**src/rtl/fft_pkg.sv**
```systemverilog
// Shared constants, types and FSM encoding for the FFT peak tracker slice.
package fft_pkg;

  localparam int FFT_N  = 512;
  localparam int IDX_W  = 9;
  localparam int DATA_W = 16;

  typedef logic [2*DATA_W:0] mag_t;
  typedef logic [IDX_W-1:0]  bin_idx_t;

  typedef enum logic [1:0] {
    IDLE,
    ACCUM,
    PUBLISH
  } peak_state_t;

endpackage

```
**src/rtl/mag_sq_pipe.sv**
```systemverilog
// Two-stage |X|^2 pipeline: squares re/im in stage 1, sums them in stage 2,
// carrying valid, bin index and a last-bin tag alongside the data.
module mag_sq_pipe #(
  parameter int DATA_W = 16,
  parameter int IDX_W  = 9
) (
  input  logic                     clk,
  input  logic                     reset_n,
  input  logic                     flush,
  input  logic                     in_valid,
  input  logic [IDX_W-1:0]         in_index,
  input  logic signed [DATA_W-1:0] in_re,
  input  logic signed [DATA_W-1:0] in_im,
  output logic                     out_valid,
  output logic                     out_last,
  output logic [IDX_W-1:0]         out_index,
  output logic [2*DATA_W:0]        out_sum,
  output logic                     pipe_busy
);

  logic signed [2*DATA_W-1:0] re_sq;
  logic signed [2*DATA_W-1:0] im_sq;
  logic                       in_last;

  logic                       s1_valid;
  logic                       s1_last;
  logic [IDX_W-1:0]           s1_index;
  logic [2*DATA_W-1:0]        s1_re_sq;
  logic [2*DATA_W-1:0]        s1_im_sq;

  // Sign-extend before multiplying so (-2^(W-1))^2 lands exactly in 2W bits.
  assign re_sq   = (2*DATA_W)'(in_re) * (2*DATA_W)'(in_re);
  assign im_sq   = (2*DATA_W)'(in_im) * (2*DATA_W)'(in_im);
  assign in_last = in_valid && (&in_index);

  always_ff @(posedge clk or negedge reset_n) begin
    if (!reset_n) begin
      s1_valid <= 1'b0;
      s1_last  <= 1'b0;
      s1_index <= '0;
      s1_re_sq <= '0;
      s1_im_sq <= '0;
    end else begin
      s1_valid <= in_valid && !flush;
      s1_last  <= in_last && !flush;
      s1_index <= in_index;
      s1_re_sq <= re_sq;
      s1_im_sq <= im_sq;
    end
  end

  always_ff @(posedge clk or negedge reset_n) begin
    if (!reset_n) begin
      out_valid <= 1'b0;
      out_last  <= 1'b0;
      out_index <= '0;
      out_sum   <= '0;
    end else begin
      out_valid <= s1_valid && !flush;
      out_last  <= s1_last && !flush;
      out_index <= s1_index;
      out_sum   <= {1'b0, s1_re_sq} + {1'b0, s1_im_sq};
    end
  end

  assign pipe_busy = s1_valid || out_valid;

endmodule

```
**src/rtl/fft_peak_tracker.sv**
```systemverilog
// Tracks the largest |X|^2 bin of each FFT frame and publishes it at frame end.
// Optional macro PEAK_THRESH_EN adds a publish threshold (thresh) and peak_hit.
module fft_peak_tracker #(
  parameter int DATA_W = fft_pkg::DATA_W,
  parameter int IDX_W  = fft_pkg::IDX_W,
  parameter int LO_BIN = 1,
  parameter int HI_BIN = 255
) (
  input  logic                     clk,
  input  logic                     reset_n,
  input  logic                     reset_max,
  input  logic                     bin_valid,
  input  logic [IDX_W-1:0]         bin_index,
  input  logic signed [DATA_W-1:0] bin_re,
  input  logic signed [DATA_W-1:0] bin_im,
`ifdef PEAK_THRESH_EN
  input  logic [2*DATA_W:0]        thresh,
  output logic                     peak_hit,
`endif
  output logic [IDX_W-1:0]         peak_index,
  output logic [2*DATA_W:0]        peak_mag,
  output logic                     frame_done,
  output logic                     busy
);

  import fft_pkg::*;

  localparam logic [IDX_W-1:0] LO_IDX = IDX_W'(LO_BIN);
  localparam logic [IDX_W-1:0] HI_IDX = IDX_W'(HI_BIN);

  peak_state_t         state;
  peak_state_t         next_state;

  logic                s2_valid;
  logic                s2_last;
  logic [IDX_W-1:0]    s2_index;
  logic [2*DATA_W:0]   s2_sum;
  logic                pipe_busy;

  logic [2*DATA_W:0]   run_max;
  logic [IDX_W-1:0]    run_idx;
  logic [2*DATA_W:0]   cand_max;
  logic [IDX_W-1:0]    cand_idx;
  logic                upd;
  logic                pub;

  mag_sq_pipe #(
    .DATA_W (DATA_W),
    .IDX_W  (IDX_W)
  ) u_pipe (
    .clk       (clk),
    .reset_n   (reset_n),
    .flush     (reset_max),
    .in_valid  (bin_valid),
    .in_index  (bin_index),
    .in_re     (bin_re),
    .in_im     (bin_im),
    .out_valid (s2_valid),
    .out_last  (s2_last),
    .out_index (s2_index),
    .out_sum   (s2_sum),
    .pipe_busy (pipe_busy)
  );

  always_ff @(posedge clk or negedge reset_n) begin
    if (!reset_n) begin
      state <= IDLE;
    end else begin
      state <= next_state;
    end
  end

  // Strict greater-than keeps the earliest (lowest) index on ties; the last
  // bin's own compare result feeds the publish directly through cand_*.
  always_comb begin
    upd        = 1'b0;
    cand_max   = run_max;
    cand_idx   = run_idx;
    pub        = s2_valid && s2_last && !reset_max;
    next_state = state;
    if (s2_valid && (s2_index >= LO_IDX) && (s2_index <= HI_IDX) && (s2_sum > run_max)) begin
      upd = 1'b1;
    end
    if (upd) begin
      cand_max = s2_sum;
      cand_idx = s2_index;
    end
    case (state)
      IDLE:    if (bin_valid || pipe_busy) next_state = ACCUM;
      ACCUM:   next_state = ACCUM;
      PUBLISH: next_state = IDLE;
      default: next_state = IDLE;
    endcase
    if (pub) begin
      next_state = PUBLISH;
    end
    if (reset_max) begin
      next_state = IDLE;
    end
  end

  always_ff @(posedge clk or negedge reset_n) begin
    if (!reset_n) begin
      run_max    <= '0;
      run_idx    <= '0;
      peak_mag   <= '0;
      peak_index <= '0;
`ifdef PEAK_THRESH_EN
      peak_hit   <= 1'b0;
`endif
    end else if (reset_max) begin
      run_max <= '0;
      run_idx <= '0;
    end else if (pub) begin
      run_max <= '0;
      run_idx <= '0;
`ifdef PEAK_THRESH_EN
      if (cand_max >= thresh) begin
        peak_mag   <= cand_max;
        peak_index <= cand_idx;
        peak_hit   <= 1'b1;
      end else begin
        peak_mag   <= '0;
        peak_index <= '0;
        peak_hit   <= 1'b0;
      end
`else
      peak_mag   <= cand_max;
      peak_index <= cand_idx;
`endif
    end else begin
      run_max <= cand_max;
      run_idx <= cand_idx;
    end
  end

  assign frame_done = (state == PUBLISH);
  assign busy       = (state == ACCUM) || pipe_busy;

endmodule

```
**config.mk**
```make
export PLATFORM = sky130hd
export DESIGN_NAME = fft_peak_tracker
export DESIGN_NICKNAME = d
export VERILOG_FILES = /design/src/rtl/fft_pkg.sv /design/src/rtl/mag_sq_pipe.sv /design/src/rtl/fft_peak_tracker.sv
export SDC_FILE = /design/constraint.sdc
export NUM_CORES = 2
export LEC_CHECK = 0
export BUFFER_PORTS_ARGS = -buffer_cell sky130_fd_sc_hd__buf_2
export CAP_MARGIN = 20
export CORE_MARGIN = 5
export CORE_UTILIZATION = 59
export DETAILED_ROUTE_END_ITERATION = 10
export GPL_TIMING_DRIVEN = 0
export PLACE_DENSITY = 0.9
export SLEW_MARGIN = 20
export SYNTH_ARGS = -nofsm -noshare
export SYNTH_HDL_FRONTEND = slang
export SYNTH_HIERARCHICAL = 1
export SYNTH_SLANG_ARGS = --single-unit
```
**constraint.sdc**
```tcl
create_clock -name clk -period 2.5 [get_ports clk]
set_input_delay 0.125 -clock clk [delete_from_list [all_inputs] [get_ports clk]]
set_output_delay 0.125 -clock clk [all_outputs]
set_load 0.05 [all_outputs]
```
==> results by group <==
Die
  – Die height: roughly 230 um
  – I/O pin total: just under 90
  – Core area: 0.04558 mm^2
  – Row cnt: 78
  – Initial Utilization: roughly 60%
  – Die W: approximately 230 um
  – Die area: between 0.05 and 0.06 mm^2

STA
  – Slew headroom: 28.71%
  – Period minus WS final: slightly above 6 ns
  – Fin. max-slew vios: 0
  – Setup-failing EPs final: ~130
  – Slew @ Worst Pin: ~1.1 ns
  – Clock Skew: 0.03177 ns
  – Worst setup margin: -3.615 ns
  – RSZ-0062 raised after global routing: true
  – Highest Clock Rate: approximately 160 MHz
  – Final hold vios: 0
  – Final worst path period share: 244.6%

Setup path
  – CP Launch Type: input pin
  – Cell breakdown of the critical path: clkbuf_8 -> buf_8 -> nand2_1 -> fa_1 -> fa_1 -> fa_1 -> inv_1 -> fa_1 -> fa_1 -> inv_1 -> fa_1 -> inv_2 -> ha_4 -> a21o_1 -> and2_4 -> a211o_1 -> a2111oi_4 -> o41ai_4 -> a311oi_2 -> mux2_2 -> nand3_1
  – Most used cell, CP: fa_1
  – Worst setup EP type: flip-flop
  – Crit Path Category: in2reg
  – CP Max Fanout: 10
  – CP Data Required Time: just under 3 ns
  – Reg2reg path depth: 9
  – CP max stage cell: fa_1
  – Crit path largest cell delay: roughly 0.74 ns
  – CP arrival: ~6.6 ns

Clock network
  – TritonCTS Sinks: approximately 200
  – Clock transition at path regs: approximately 0.06 ns
  – Latest clock arrival within the worst-skew pair: roughly 0.52 ns
  – TritonCTS clock tree: built
  – H-tree levels: 1
  – Root buffer cell: clkbuf_16
  – CTS Buf Count: 21
  – Clock Tree Buf Depth: 3

Layout
  – Final non-filler cell total: between 3000 and 4000
  – Fill cell count: 2268
  – FF+latch area: roughly 0.0051 mm^2
  – Synth-to-layout area growth: 26.03%
  – Final instance area: 0.03440 mm^2
  – Post-layout nets: a little under 4000
  – Multi-input logic area: 0.02163 mm^2
  – Share of cells above drive strength 1: ~28%

Drt
  – Post-Route WL: approximately 100 mm
  – Met2 routed WL: 46.37 mm
  – DR top layer: met5
  – Antenna Nets Post-Route: 0
  – Drt first pass iters: 9
  – Metal-1 WL: roughly 31 mm
  – Total number of vias: approximately 25000
  – # DRC: 0
  – Initial DRC count: 3554
  – DR vias/cell: ~6.8
  – Metal3 WL: approximately 14 mm
  – Routed len/inst: 28.01 um

Global route
  – GR Overflow Total: 0
  – Antenna violations before repair: 8
  – Vias in the first global route: roughly 25000
  – Total GRT Usage: between 30% and 40%
  – Largest net degree at the start of global routing: 100
  – First-pass GRT wire length: 126.7 mm

Yosys
  – Sequential share of the synthesized area: a little under a fifth
  – Ys Warns: 6
  – Mapped Nets: 3553
  – Register bit total from synthesis: 203
  – Mean post-synth cell area: roughly 9.8 um^2
  – Synth async-reset ratio: 100.0%
  – Synthesized instance count: ~2800
  – Synth unique cells: 73
  – Top FF cell, synth: dfrtp_1
  – Mapped Area: approximately 0.027 mm^2
  – Post-synth EDFFs: 0

Hold path
  – Worst min path class: in2async

Place
  – Cell area after placement: between 0.02 and 0.03 mm^2
  – Final GP Congestion: 0.9612
  – IO buf count: 86
  – Post-Place Setup Slack: -3.893 ns
  – Inst Count DP: around 3500
  – Detailed placement HPWL: approximately 54 mm

Run status
  – Violated checks: negative setup slack
  – Status: complete, but fails checks

Flow run
  – Max cap viols: 0
flip-flops by register name, summed over array words and instances, names as in the netlist, 9 cells and up:
register	count
peak_mag	33
run_max	33
u_pipe/out_sum	33
u_pipe/s1_im_sq	31
u_pipe/s1_re_sq	31
peak_index	9
run_idx	9
u_pipe/out_index	9
u_pipe/s1_index	9
worst paths after layout:
| kind | startpoint | slack (ns) | endpoint |
|---|---|---|---|
| worst max-delay path | bin_re[5] | -3.62 | u_pipe/s1_re_sq[28]$_DFF_PN0_ |
| worst min-delay path | reset_n | 0.02 | peak_mag[5]$_DFFE_PN0P_ |
| worst max register to register | u_pipe/s1_im_sq[7]$_DFF_PN0_ | -0.30 | u_pipe/out_sum[17]$_DFF_PN0_ |
| worst min register to register | u_pipe/s1_index[6]$_DFF_PN0_ | 0.33 | u_pipe/out_index[6]$_DFF_PN0_ |
| max in group asynchronous | reset_n | 1.26 | u_pipe/out_sum[30]$_DFF_PN0_ |
| min in group clk | bin_im[0] | 0.19 | u_pipe/s1_im_sq[2]$_DFF_PN0_ |
metrics by stage:
stage / hold slack, ns / setup TNS [ns] / util (%)
finish: 0.02184 / -140.73 / 75.47
global route: 0.03236 / -156.85 / 75.46
CTS: 0.01098 / -109.41 / 71.55
detailed placement: -0.04115 / -157.73 / 64.87
global placement: 0.2496 / -512.00 / 64.73
floorplan: -0.1706 / -112.21 / -
metal layers:
layer | track usage (%) | vias up
met3 | 5.119 | 1176
met1 | 36.19 | 12080
met4 | 16.66 | 8
li1 | - | 9416
met5 | 0 | -
met2 | 54.85 | 2632
cells in the final DEF, fill, tap and decap left out, types with 14 or more instances in the layout:
| cell | n |
|---|---|
| a211oi_1 | 38 |
| a21o_1 | 40 |
| a21oi_1 | 71 |
| a21oi_2 | 34 |
| a2bb2oi_2 | 38 |
| a31oi_1 | 42 |
| and2_1 | 59 |
| and2_4 | 23 |
| buf_2 | 68 |
| buf_4 | 145 |
| buf_6 | 65 |
| buf_8 | 14 |
| clkbuf_1 | 21 |
| clkbuf_16 | 46 |
| dfrtp_1 | 199 |
| dlygate4sd3_1 | 15 |
| fa_1 | 440 |
| fa_2 | 28 |
| ha_1 | 179 |
| ha_4 | 57 |
| inv_1 | 625 |
| inv_2 | 52 |
| nand2_1 | 144 |
| nand2_2 | 18 |
| nand2_4 | 15 |
| nand3_1 | 20 |
| nor2_1 | 126 |
| nor3_1 | 19 |
| o211ai_2 | 34 |
| o21ai_0 | 16 |
| xnor2_1 | 65 |
| xnor2_2 | 16 |
| xor2_1 | 21 |
synth_stat cells, types with 13 or more instances:
master,n,share of area [%]
a211oi_1,49,1.3
nand2b_1,14,0.32
clkbuf_1,76,1.0
ha_1,243,11
o211ai_2,40,1.8
a31oi_1,46,1.1
a2bb2oi_1,41,1.3
a21oi_1,112,2.1
nand2_1,178,2.4
nand3_1,25,0.46
buf_2,14,0.26
nor2_1,149,2.0
o211ai_1,13,0.36
and2_1,81,1.9
xor2_1,26,0.83
dfrtp_1,203,19
a21o_1,41,1.1
fa_1,468,34
o21ai_0,37,0.68
xnor2_1,82,2.6
inv_1,683,9.4
nor3_1,24,0.44
logic make-up (layout without fill, tap and decap cells):
| logic type | count (synthesis) | count (layout) | synth area share, % |
|---|---|---|---|
| buf+inv | 781 | 1104 | 10.93 |
| fa+ha+maj | 711 | 711 | 45.47 |
| simple gates | 534 | 534 | 9.068 |
| compound gates | 457 | 457 | 12.34 |
| flops | 203 | 203 | 18.61 |
| xor+xnor | 108 | 108 | 3.466 |
| mux | 3 | 3 | 0.1146 |
| other cells | 0 | 4 | 0 |
critical path, delay by kind of cell:
family	cells	cell delay [ns]
compound gates	5	1.41
buf+inv	5	0.64
fa+ha+maj	7	3.61
simple gates	3	0.34
mux	1	0.38
final cells by class:
type | instances | share of cell area [%]
multi-input cells | 1813 | 62.88
flip-flops and latches | 203 | 14.78
inverters | 684 | 7.537
repair buffers | 288 | 7.148
plain buffers | 96 | 3.492
well taps | 600 | 2.182
clock buffers | 27 | 1.651
clock inverters | 9 | 0.2983
diodes | 4 | 0.02910
what timing repair did:
action	CTS	global route
setup buffers	123	61
cloned	2	1
pin swaps	145	119
hold buffers	15	0
endpoints found under the setup margin	146	150
resized for setup	302	301
hold endpoints to repair	122	0
Power is left out: the tool's default activity adds up to more than one toggle a clock period on the data nets, which glitch-free logic cannot reach.
